===== src/rtl/nx_mem_cmd_engine.sv =====
// nx_mem_cmd_engine: executes capability-checked indirect commands against one 1RW RAM
module nx_mem_cmd_engine #(
    parameter int          N_ENTRIES    = 1024,
    parameter int          DATA_W       = 32,
    parameter int          ADDR_W       = $clog2(N_ENTRIES),
    parameter logic [15:0] CAPABILITIES = 16'h03FF,
    parameter int          TMO_CYCLES   = 64
) (
    input  logic              clk,
    input  logic              rst,
    input  logic              cmd_valid,
    output logic              cmd_ready,
    input  logic [3:0]        cmd_op,
    input  logic [ADDR_W:0]   cmd_addr,
    input  logic [DATA_W-1:0] cmd_wdata,
    output logic              rsp_valid,
    output logic [2:0]        rsp_status,
    output logic [DATA_W-1:0] rsp_rdata,
    output logic              mem_cs,
    output logic              mem_we,
    output logic [ADDR_W-1:0] mem_addr,
    output logic [DATA_W-1:0] mem_wdata,
    input  logic [DATA_W-1:0] mem_rdata,
    output logic              enabled,
    output logic              init_busy
);
    localparam int TW = $clog2(TMO_CYCLES + 1);
    localparam logic [ADDR_W:0]   N_MAX  = (ADDR_W + 1)'(N_ENTRIES);
    localparam logic [ADDR_W-1:0] A_PEN  = ADDR_W'(N_ENTRIES - 2);
    localparam logic [TW-1:0]     T_LAST = TW'(TMO_CYCLES - 1);
    typedef enum logic [2:0] {IDLE, MEM_RD, RD_CAP, SWEEP, TMO, RSP} state_t;
    state_t state, state_n;
    logic [3:0] op_q;
    logic [DATA_W-1:0] wdata_q;
    logic [ADDR_W:0] init_start, init_start_n;
    logic [TW-1:0] cnt, cnt_n;
    logic cmd_ready_n, rsp_valid_n, mem_cs_n, mem_we_n, enabled_n, init_busy_n;
    logic [2:0] rsp_status_n;
    logic [DATA_W-1:0] rsp_rdata_n, mem_wdata_n;
    logic [ADDR_W-1:0] mem_addr_n;
    logic accept, unsup, dis, aerr, err, is_rd, is_init, init_last;
    logic [2:0] err_status;
    assign accept     = cmd_valid & cmd_ready;
    assign is_rd      = cmd_op inside {4'd1, 4'd9};
    assign is_init    = cmd_op inside {4'd6, 4'd7};
    assign init_last  = init_start == N_MAX - 1'b1;
    assign unsup      = !CAPABILITIES[cmd_op] || (cmd_op inside {[4'd10:4'd13]});
    assign dis        = !enabled && (cmd_op inside {4'd1, 4'd2, 4'd6, 4'd7, 4'd9});
    assign aerr       = ((cmd_op inside {4'd1, 4'd2, 4'd8, 4'd9}) && cmd_addr >= N_MAX) || (is_init && init_start >= N_MAX);
    assign err        = unsup | dis | aerr;
    assign err_status = unsup ? 3'd1 : dis ? 3'd2 : aerr ? 3'd3 : 3'd0;
    // state, captured command fields and registered outputs
    always_ff @(posedge clk) begin
        if (rst) begin
            state      <= IDLE;
            op_q       <= '0;
            wdata_q    <= '0;
            init_start <= '0;
            cnt        <= '0;
            cmd_ready  <= 1'b1;
            rsp_valid  <= 1'b0;
            rsp_status <= '0;
            rsp_rdata  <= '0;
            mem_cs     <= 1'b0;
            mem_we     <= 1'b0;
            mem_addr   <= '0;
            mem_wdata  <= '0;
            enabled    <= 1'b1;
            init_busy  <= 1'b0;
        end else begin
            state      <= state_n;
            op_q       <= accept ? cmd_op : op_q;
            wdata_q    <= accept ? cmd_wdata : wdata_q;
            init_start <= init_start_n;
            cnt        <= cnt_n;
            cmd_ready  <= cmd_ready_n;
            rsp_valid  <= rsp_valid_n;
            rsp_status <= rsp_status_n;
            rsp_rdata  <= rsp_rdata_n;
            mem_cs     <= mem_cs_n;
            mem_we     <= mem_we_n;
            mem_addr   <= mem_addr_n;
            mem_wdata  <= mem_wdata_n;
            enabled    <= enabled_n;
            init_busy  <= init_busy_n;
        end
    end
    // next state: every path into RSP is the cycle the response becomes visible
    always_comb begin
        state_n = state;
        case (state)
            IDLE:    if (accept) state_n = err ? RSP : is_rd ? MEM_RD : is_init ? (init_last ? RSP : SWEEP) : (cmd_op == 4'd14 && TMO_CYCLES > 1) ? TMO : RSP;
            MEM_RD:  state_n = RD_CAP;
            RD_CAP:  state_n = RSP;
            SWEEP:   state_n = mem_addr == A_PEN ? RSP : SWEEP;
            TMO:     state_n = cnt == T_LAST ? RSP : TMO;
            default: state_n = IDLE;
        endcase
    end
    // next values of the registered outputs and control registers
    always_comb begin
        cmd_ready_n  = state_n == IDLE;
        rsp_valid_n  = state_n == RSP;
        rsp_status_n = rsp_status;
        rsp_rdata_n  = '0;
        mem_cs_n     = 1'b0;
        mem_we_n     = 1'b0;
        mem_addr_n   = mem_addr;
        mem_wdata_n  = mem_wdata;
        enabled_n    = enabled;
        init_start_n = init_start;
        init_busy_n  = 1'b0;
        cnt_n        = cnt + 1'b1;
        case (state)
            IDLE: if (accept) begin
                rsp_status_n = err ? err_status : cmd_op == 4'd14 ? 3'd5 : cmd_op == 4'd15 ? 3'd6 : 3'd0;
                enabled_n    = err ? enabled : cmd_op inside {4'd3, 4'd5} ? 1'b1 : cmd_op == 4'd4 ? 1'b0 : enabled;
                init_start_n = err ? init_start : cmd_op == 4'd5 ? '0 : cmd_op == 4'd8 ? cmd_addr : init_start;
                mem_cs_n     = !err && (is_rd || is_init || cmd_op == 4'd2);
                mem_we_n     = !err && (is_init || cmd_op == 4'd2);
                mem_addr_n   = is_init ? init_start[ADDR_W-1:0] : cmd_addr[ADDR_W-1:0];
                mem_wdata_n  = cmd_wdata;
                init_busy_n  = !err && is_init;
                cnt_n        = TW'(1);
            end
            SWEEP: begin
                mem_cs_n    = 1'b1;
                mem_we_n    = 1'b1;
                mem_addr_n  = mem_addr + 1'b1;
                mem_wdata_n = mem_wdata + DATA_W'(op_q == 4'd7);
                init_busy_n = 1'b1;
            end
            RD_CAP: begin
                rsp_rdata_n  = mem_rdata;
                rsp_status_n = (op_q == 4'd9 && mem_rdata != wdata_q) ? 3'd4 : 3'd0;
            end
            default: ;
        endcase
    end
endmodule


===== config.mk =====
export PLATFORM = sky130hd
export DESIGN_NAME = nx_mem_cmd_engine
export DESIGN_NICKNAME = d
export VERILOG_FILES = /design/src/rtl/nx_mem_cmd_engine.sv
export SDC_FILE = /design/constraint.sdc
export NUM_CORES = 1
export LEC_CHECK = 0
export BUFFER_PORTS_ARGS = -buffer_cell sky130_fd_sc_hd__buf_4
export CORE_ASPECT_RATIO = 0.9
export CORE_MARGIN = 4
export CORE_UTILIZATION = 48
export CTS_CLUSTER_DIAMETER = 200
export DETAILED_ROUTE_END_ITERATION = 10
export GPL_TIMING_DRIVEN = 0
export PLACE_DENSITY_LB_ADDON = 0.1
export SLEW_MARGIN = 20
export SYNTH_ARGS = -nofsm -noshare
export SYNTH_HDL_FRONTEND = slang
export SYNTH_SLANG_ARGS = --single-unit

===== constraint.sdc =====
create_clock -name clk -period 2.02 [get_ports clk]
set_input_delay 0.202 -clock clk [delete_from_list [all_inputs] [get_ports clk]]
set_output_delay 0.202 -clock clk [all_outputs]
set_load 0.01 [all_outputs]

==> run_results.csv, run 1 <==
group,metric,value,unit
status,status,"finished with violations",
status,violations,"setup timing",
setup_path,worst-path-max-fanout,5,
sta,fin_worst_skew,10.6,ps
routing,wl,22.7,mm
routing,ant_nets,0,
sta,fin_tns_setup,-483,ps
placement,post-dp-hpwl,16.4,mm
routing,drc_errors,0,
finish,layout_commonest_cell,"buf_4",
clock_tree,clock-sinks,140,
setup_path,critPathArrivalTime,2410,ps
synth,ys_seq_elements,140,
global_routing,grt_pass1_vias,6390,
global_routing,grt_pass1_wl,34.3,mm
routing,num_vias,6648,
power_and_ir_drop,p_sw_share,34.1,%
finish,area_delta_synth_final,41.6,%
power_and_ir_drop,clockPowerShare,34.8,%
floorplanning,rows,39,
sta,rsz0062_at_grt,"yes",
routing,drt_first_iter_violations,579,
floorplanning,fp.dieH,117,um
floorplanning,ioPinCount,165,
power_and_ir_drop,powerDensity,1020,mW/mm^2
sta,fmax,0.472,GHz
global_routing,grt_usage,29.8,%
clock_tree,clk_latency,420,ps
synth,syn_inst,758,
clock_tree,cts_root_buffer,"clkbuf_16",
floorplanning,die_w,129,um
synth,yosys_most_used_dff,"dfxtp_1",
setup_path,required,2310,ps
sta,relSlewSlack,36.3,%
global_routing,grt_max_degree,17,
sta,setup_viol,10,
synth,syn_avg_cell_area,8.33,sq um
sta,drv_slew,0,
sta,hold_viol_final,0,
power_and_ir_drop,power.switching,3.12,mW
finish,regArea,0.00282,sq mm
global_routing,gr-total-overflow,0,
setup_path,r2r_slack,-100,ps
setup_path,end_kind,"register",
finish,fillCellCount,1026,
finish,final_area,0.00894,sq mm
power_and_ir_drop,vdd_ir_drop_max,685,uV
finish,nets,1066,
sta,setup_slack,-99.7,ps
synth,ys_seq_area_share,44.4,%
finish,drive_above_1_share,27.4,%
global_routing,grt_antenna_before_repair,1,
run,maxCapViolCount,0,
clock_tree,ctsHtreeMaxLevel,4,
hold_path,min_path_type,"input port to register",
power_and_ir_drop,power.internal,6.02,mW
clock_tree,clockBufferDepth,2,
sta,worstMarginPinSlew,951,ps
routing,dr.pass1.iters,4,
clock_tree,clkTransAtPathRegs,70,ps
floorplanning,dieArea,0.0151,sq mm
placement,placed_area,0.00776,sq mm
power_and_ir_drop,leakagePower,3.77,nW
setup_path,crit_type,"register to register",
synth,netlist_area,0.00631,sq mm
clock_tree,numCtsBuffers,17,
synth,ys_warn_count,0,
synth,synth_fp_nets,845,
synth,synth_cell_types,62,
setup_path,start_kind,"register",
synth,async_reset_ff_share,0,%
placement,gp_congestion,0.957,
floorplanning,core_area,0.0128,sq mm
sta,fin_crit_sh,105,%
finish,antennaDiodeCount,0,
power_and_ir_drop,pwr-share-seq,39.1,%
synth,synth_edf_count,0,
finish,multiInputGateArea,0.00347,sq mm
finish,mostFrequentLayoutCells,"buf_4 (177), dfxtp_1 (128), nand2_1 (123)",
routing,wl_per_cell,19.6,um
sta,fin_crit,2120,ps
floorplanning,start_util,49.4,%
placement,port_buffers,163,
clock_tree,cts_tree,"built",
power_and_ir_drop,combPwrFrac,26.2,%
routing,viasPerCell,5.75,
-- registers in the layout, summed over array words and instances, names as in the netlist, 3 cells and up --
name and count:
mem_wdata 32, rsp_rdata 32, wdata_q 32, init_start 11, mem_addr 10, cnt 7
op_q 4, rsp_status 3, state 3
-- synth_stat cells (6+ instances only) --
cell        n  area, sq um
nand2_1   124          465
a21oi_1    73          365
clkbuf_1   32          120
nor4_1     18          113
nor3_1     22          110
xor2_1     37          324
a31oi_1    10         62.6
o21ai_0    30          150
or3_1       6         37.5
and2_1     38          238
inv_1      11         41.3
mux2i_1     8         80.1
nand3_1    34          170
nor2_1     42          158
dfxtp_1   140         2800
buf_2       8         40.0
nand4_1    12         75.1
and3_1     12         75.1
-- per-stage QoR --
stage	worst slack [ps]	util [%]	hold WS (ps)	power, mW	cells
6_report	-99.7	69.9	5.70	9.14	1156
5_1_grt	-193	69.9	4.70	9.54	1156
4_1_cts	-188	69.3	0.192	9.11	1153
3_5_place_dp	-552	60.7	427	5.83	1085
3_3_place_gp	-528	60.7	424	5.79	1085
2_1_floorplan	12.5	-	324	4.75	758
-- layer usage --
metal	wire [um]	vias to the layer above	GRT usage, %
li1	-	3134	-
met1	9850	3143	40.3
met2	10100	325	45.9
met3	2100	46	8.26
met4	636	0	10.8
met5	0	-	0
-- worst paths after layout --
| path | start | to | depth (start not counted) |
|---|---|---|---|
| max | op_q[0] | mem_wdata[12] | 10 |
| min | mem_rdata[30] | rsp_rdata[30] | 2 |
| max reg2reg | op_q[0] | mem_wdata[12] | 10 |
| min reg2reg | op_q[1] | op_q[1] | 2 |
-- power groups by stage --
stage | Clock (mW) | Combinational, mW | Sequential (mW)
floorplan | 0 | 1.17 | 3.59
global placement | 0 | 2.24 | 3.55
detailed placement | 0 | 2.26 | 3.56
CTS | 3.20 | 2.38 | 3.53
global route | 3.33 | 2.59 | 3.62
finish | 3.18 | 2.39 | 3.57
-- kinds of logic after synthesis --
family,count (synthesis),share of synthesized area (%)
adders and majority gates,5,0.991
xor gates and xnor gates,42,5.83
muxes,11,1.80
AOI/OAI and AO/OA,161,15.7
DFF,140,44.4
and+or+nand+nor,343,27.6
buffers and inverters,56,3.61
-- layout make-up --
class | count | area share (%)
clock buffer | 18 | 4.91
sequential | 140 | 31.6
timing repair buffer | 204 | 18.0
clock inverter | 14 | 1.79
inverter | 11 | 0.462
buffer | 43 | 2.20
multi-input combinational | 562 | 38.8
tap | 164 | 2.30
-- worst max-delay path: stages (launching register included) --
cell      delay, ps
dfxtp_1         360
and4b_2         320
ha_4            170
ha_4            130
nand4_1         110
buf_6           170
buf_4           150
nor4_4          160
o21ai_1          80
a221oi_1        290
nor2_1           60
-- what timing repair did --
action                                  CTS  global route
endpoints found under the setup margin   81            75
setup buffers                             9             4
endpoints found under the hold margin    28             0
hold buffers                             28             0
gates resized for setup                  43            19
pin swaps                                12            13
gates cloned                              0             0
Power figures use the tool's default switching activity.
==> run 2, diff against run 1 <==
--- a/config.mk
+++ b/config.mk
@@ -13,6 +13,7 @@
 export DETAILED_ROUTE_END_ITERATION = 10
 export GPL_TIMING_DRIVEN = 0
 export PLACE_DENSITY_LB_ADDON = 0.1
+export SETUP_SLACK_MARGIN = 0.4
 export SLEW_MARGIN = 20
 export SYNTH_ARGS = -nofsm -noshare
 export SYNTH_HDL_FRONTEND = slang
==> run 2 against run 1 <==
  * The flow still finishes with violations (setup timing)
  * Final cell count grew 4.4%
  * Clock skew shrank 1.9 ps
  * Via count grew 9.6%
  * Hold slack is essentially flat
  * Non-clock buffer count grew 51
  * Largest power group unchanged
==> run_results.csv, run 2 (same netlist as run 1, synthesis figures left out) <==
group,metric,value,unit
status,status,"finished with violations",
status,violations,"setup timing",
clock_tree,numCtsBuffers,17,
setup_path,critPathArrivalTime,2470,ps
setup_path,cp_top_family,"simple AND/OR/NAND/NOR gates",
global_routing,grt_usage,32.0,%
global_routing,grt_pass1_vias,6903,
sta,setup_slack,-164,ps
setup_path,end_kind,"register",
floorplanning,core_area,0.0128,sq mm
setup_path,r2r_end,"mem_wdata[26]",
finish,instances_no_fill,1207,
routing,drc_errors,0,
finish,nets,1117,
routing,dr.pass1.iters,5,
setup_path,r2r_start,"op_q[3]",
sta,drv_slew,0,
sta,setup_viol,16,
setup_path,required,2310,ps
sta,worstMarginPinSlew,915,ps
sta,fin_crit,2180,ps
setup_path,crit_path_end,"mem_wdata[26]",
power_and_ir_drop,leakagePower,4.31,nW
setup_path,path_cells,"and4b_2 -> ha_4 -> ha_4 -> buf_4 -> buf_6 -> buf_6 -> nand3_4 -> nor4_4 -> or3_4 -> a21oi_2",
clock_tree,clk_latency,430,ps
sta,fin_tns_setup,-1060,ps
sta,relSlewSlack,39.0,%
setup_path,cp_num_buf_inv,3,
clock_tree,clkTransAtPathRegs,60,ps
setup_path,worstSetupPathDepth,10,
routing,ant_nets,0,
sta,fin_crit_sh,108,%
placement,port_buffers,163,
finish,final_util,79.2,%
setup_path,r2r_slack,-160,ps
global_routing,grt_pass1_wl,36.9,mm
placement,gp_congestion,0.891,
setup_path,crit_type,"register to register",
floorplanning,ioPinCount,165,
clock_tree,cts_tree,"built",
finish,area_delta_synth_final,60.4,%
setup_path,worstRegToRegCells,10,
sta,rsz0062_at_grt,"yes",
power_and_ir_drop,vdd_ir_drop_max,1040,uV
power_and_ir_drop,fin_total_pwr,10.5,mW
sta,fin_worst_skew,8.72,ps
placement,pre_cts_slack,-427,ps
finish,reg_top3,"mem_wdata: 32 flops, rsp_rdata: 32 flops, wdata_q: 32 flops",
clock_tree,clock-sinks,140,
setup_path,start_kind,"register",
floorplanning,dieArea,0.0151,sq mm
setup_path,cp_slowest_cell,"nor4_4",
global_routing,gr-total-overflow,0,
setup_path,cpPeakStageDelay,400,ps
sta,hold_slack,5.45,ps
routing,viasPerCell,6.04,
finish,layout_commonest_cell,"buf_4",
run,maxCapViolCount,0,
sta,hold_viol_final,0,
power_and_ir_drop,powerDensity,1040,mW/mm^2
routing,drt_first_iter_violations,823,
finish,final_area,0.0101,sq mm
floorplanning,rows,39,
setup_path,worst-path-max-fanout,4,
hold_path,min_path_type,"input port to register",
floorplanning,die_w,129,um
clock_tree,clockBufferDepth,2,
global_routing,grt_antenna_before_repair,0,
clock_tree,ctsHtreeMaxLevel,4,
finish,drive_above_1_share,39.2,%
placement,post-dp-hpwl,16.8,mm
clock_tree,cts_root_buffer,"clkbuf_16",
routing,num_vias,7285,
finish,fillCellCount,829,
finish,mostFrequentLayoutCells,"buf_4 (200), nand2_1 (120), dfxtp_1 (112)",
sta,fmax,0.458,GHz
setup_path,cp-startpoint,"op_q[3]",
floorplanning,fp.dieH,117,um
routing,wl_per_cell,22.1,um
finish,multiInputGateArea,0.00390,sq mm
finish,regArea,0.00286,sq mm
placement,dp.cells,1085,
global_routing,grt_max_degree,17,
routing,wl,26.7,mm
finish,antennaDiodeCount,0,
floorplanning,start_util,49.4,%
placement,placed_area,0.00791,sq mm
==> run 2: changes by cell type in the layout (fill, tap and decap cells not counted), sizes merged <==
cell      previous run  this run
bufbuf               0         1
buf                189       238
bufinv               2         3
clkinv               5         6
clkbuf              48        49
clkinvlp             3         1
==> run 2: worst reg2reg max path: stages, from the launching register on <==
cell	delay, ps
dfxtp_2	330
and4b_2	340
ha_4	170
ha_4	130
buf_4	100
buf_6	90
buf_6	110
nand3_4	120
nor4_4	410
or3_4	200
a21oi_2	50
==> run 2: layer usage <==
layer  up-vias  track usage, %  wire length, um
met1      3528            40.6            10600
li1       3240               -                -
met2       436            52.2            12600
met5         -               0                0
met3        81            8.30             2520
met4         0            13.4              948
==> run 2: area by class of cell <==
type / instances / area share (%)
repair buffers: 253 / 21.0
well taps: 164 / 2.03
plain buffers: 45 / 3.55
clock inverters: 14 / 1.78
clock buffers: 18 / 4.45
inverters: 11 / 0.445
flip-flops and latches: 140 / 28.2
multi-input cells: 562 / 38.6
==> run 2: power breakdown <==
part	switching, mW	internal, mW
logic	1.81	1.69
registers	0.448	3.17
clock network	1.36	2.04
==> run 2: worst min path at each step <==
stage          cells past startpoint            end           from
2_1_floorplan                      1   rsp_rdata[0]   mem_rdata[0]
3_3_place_gp                       2   rsp_rdata[9]   mem_rdata[9]
3_5_place_dp                       2   rsp_rdata[7]   mem_rdata[7]
4_1_cts                            2  rsp_rdata[22]  mem_rdata[22]
5_1_grt                            2   rsp_rdata[8]   mem_rdata[8]
6_report                           2  rsp_rdata[22]  mem_rdata[22]
==> run 2: what timing repair did <==
item,in CTS,in global routing
hold buffers,28,0
cloned,2,3
hold endpoints to repair,28,0
setup endpoints to repair,103,107
gates resized for setup,93,122
pin swaps,28,58
setup buffers,30,27
==> run 3, diff against run 2 <==
--- a/config.mk
+++ b/config.mk
@@ -7,7 +7,6 @@
 export LEC_CHECK = 0
 export BUFFER_PORTS_ARGS = -buffer_cell sky130_fd_sc_hd__buf_4
 export CORE_ASPECT_RATIO = 0.9
-export CORE_MARGIN = 4
 export CORE_UTILIZATION = 48
 export CTS_CLUSTER_DIAMETER = 200
 export DETAILED_ROUTE_END_ITERATION = 10
==> constraint.sdc (replaced) <==
create_clock -name clk -period 1.75 [get_ports clk]
set_input_delay 0.175 -clock clk [delete_from_list [all_inputs] [get_ports clk]]
set_output_delay 0.175 -clock clk [all_outputs]
set_load 0.01 [all_outputs]
==> run 3 against run 2 <==
  * The flow still finishes with violations (setup timing)
  * Global-route usage rose by 7.7 points
  * Clock-buffer cell count up 2
  * Clock skew fell by 2.9 ps
  * Die area down 9.6%
  * Utilization increased by 7.9 points
  * Non-clock buffer count up 35
  * Combinational power increased by 48%
  * Critical path type unchanged
  * Critical endpoint is now mem_wdata[28]
  * Largest power group is now combinational cells
==> run_results.csv, run 3 (same netlist as run 1, synthesis figures left out) <==
group,metric,value,unit
status,status,"finished with violations",
status,violations,"setup timing",
setup_path,crit_type,"register to register",
hold_path,hold_end,"init_start[2]",
sta,fin_crit_sh,135,%
sta,drv_slew,0,
floorplanning,rows,39,
global_routing,grt_usage,39.7,%
setup_path,end_kind,"register",
routing,dr.pass1.iters,5,
global_routing,grt_pass1_wl,40.5,mm
clock_tree,cts_tree,"built",
hold_path,holdPathStages,3,
setup_path,r2r_end,"mem_wdata[28]",
floorplanning,dieArea,0.0136,sq mm
routing,drt_first_iter_violations,934,
routing,ant_nets,0,
finish,reg_top3,"mem_wdata: 32 flops, rsp_rdata: 32 flops, wdata_q: 32 flops",
sta,relSlewSlack,26.7,%
placement,port_buffers,163,
power_and_ir_drop,powerDensity,1200,mW/mm^2
setup_path,critPathArrivalTime,2680,ps
clock_tree,clkTransAtPathRegs,60,ps
finish,fillCellCount,581,
power_and_ir_drop,clockPowerShare,29.3,%
routing,wl,30.5,mm
clock_tree,clk_latency,450,ps
finish,final_util,87.1,%
setup_path,r2r_slack,-610,ps
finish,antennaDiodeCount,0,
power_and_ir_drop,power.switching,4.69,mW
routing,drc_errors,0,
global_routing,grt_pass1_vias,7547,
clock_tree,clockBufferDepth,2,
routing,viasPerCell,6.41,
power_and_ir_drop,pwr-share-seq,31.9,%
clock_tree,ctsHtreeMaxLevel,4,
finish,layout_commonest_cell,"buf_4",
sta,fin_crit,2360,ps
sta,hold_viol_final,0,
setup_path,start_kind,"register",
placement,placed_area,0.00818,sq mm
sta,setup_slack,-606,ps
setup_path,required,2070,ps
setup_path,worstRegToRegCells,8,
sta,fmax,0.425,GHz
finish,final_area,0.0111,sq mm
floorplanning,fp.dieH,111,um
finish,area_delta_synth_final,75.7,%
power_and_ir_drop,combPwrFrac,38.8,%
power_and_ir_drop,vdd_ir_drop_max,951,uV
routing,wl_per_cell,24.5,um
sta,fin_tns_setup,-9650,ps
floorplanning,ioPinCount,165,
placement,post-dp-hpwl,15.9,mm
sta,worstMarginPinSlew,1100,ps
finish,nets,1152,
global_routing,gr-total-overflow,0,
finish,drive_above_1_share,48.1,%
placement,gp_congestion,0.908,
power_and_ir_drop,leakagePower,4.69,nW
finish,multiInputGateArea,0.00427,sq mm
floorplanning,core_area,0.0127,sq mm
setup_path,worst-path-max-fanout,4,
floorplanning,start_util,49.6,%
clock_tree,cts_root_buffer,"clkbuf_16",
hold_path,min_path_type,"input port to register",
power_and_ir_drop,power.internal,8.66,mW
setup_path,r2r_start,"op_q[3]",
global_routing,grt_max_degree,17,
sta,rsz0062_at_grt,"yes",
global_routing,grt_antenna_before_repair,1,
sta,fin_worst_skew,5.86,ps
power_and_ir_drop,p_sw_share,35.1,%
finish,mostFrequentLayoutCells,"buf_4 (194), nand2_1 (118), dfxtp_1 (109)",
hold_path,hold_start,"cmd_addr[2]",
routing,num_vias,7967,
finish,regArea,0.00287,sq mm
sta,setup_viol,43,
run,maxCapViolCount,0,
floorplanning,die_w,123,um
clock_tree,clock-sinks,140,
clock_tree,numCtsBuffers,17,
run 3: cell types whose count changed in the layout (fill, tap and decap cells not counted), sizes merged:
cell / before / now
dlygate4sd3: 28 / 41
inv: 15 / 16
clkinv: 6 / 3
buf: 238 / 259
bufbuf: 1 / 0
clkbuf: 49 / 53
run 3: worst max path at each step:
stage / slack, ps / startpoint / end / cells past startpoint
final: -610 / op_q[3] / mem_wdata[28] / 8
after global routing: -750 / op_q[3] / mem_wdata[28] / 8
after CTS: -410 / op_q[3] / mem_wdata[30] / 9
after detailed placement: -550 / op_q[3] / mem_wdata[14] / 8
after global placement: -540 / op_q[3] / mem_wdata[14] / 8
after floorplan: -170 / op_q[3] / mem_wdata[20] / 8
run 3: routing by layer:
metal	wire, um	GRT usage, %	vias up
met1	10700	44.9	3786
met5	13	0	-
met3	3150	11.0	235
met2	14000	64.6	622
met4	2640	26.8	2
li1	-	-	3322
run 3: worst max-delay path, cell delays in order, from the launching register on:
cell and delay, ps:
dfxtp_2 320, and4b_2 340, ha_4 180, ha_4 130, nand4_1 220, nor4_4 430
nand4_1 230, xor2_1 300, a21oi_1 100
run 3: area by class of cell:
| type | instances | area share, % |
|---|---|---|
| multi-input cells | 562 | 38.5 |
| flip-flops and latches | 140 | 25.8 |
| repair buffers | 288 | 23.4 |
| plain buffers | 45 | 4.38 |
| clock buffers | 20 | 4.22 |
| well taps | 164 | 1.85 |
| clock inverters | 12 | 1.41 |
| inverters | 11 | 0.417 |
run 3: repair_timing:
action                                  CTS  global route
hold buffers                             41             0
setup buffers                            57            16
endpoints found under the hold margin    41             0
cloned                                    7             4
gates resized for setup                 173           111
endpoints found under the setup margin  118           139
pin swaps                                73            67
run 3: per-stage QoR:
stage / total power [mW] / worst slack, ps / cells / hold slack [ps]
after floorplan: 5.77 / -167 / 758 / 297
after global placement: 6.92 / -543 / 1085 / 396
after detailed placement: 6.99 / -546 / 1085 / 398
after CTS: 12.3 / -410 / 1222 / 0.117
after global routing: 13.7 / -752 / 1242 / 9.06
final: 13.4 / -606 / 1242 / 0.143
run 3: power groups by stage:
| stage | sequential (mW) | combinational, mW | clock (mW) |
|---|---|---|---|
| detailed placement | 4.19 | 2.80 | 0 |
| floorplan | 4.20 | 1.56 | 0 |
| CTS | 4.15 | 4.32 | 3.85 |
| finish | 4.26 | 5.18 | 3.91 |
| global route | 4.29 | 5.33 | 4.04 |
| global placement | 4.17 | 2.74 | 0 |
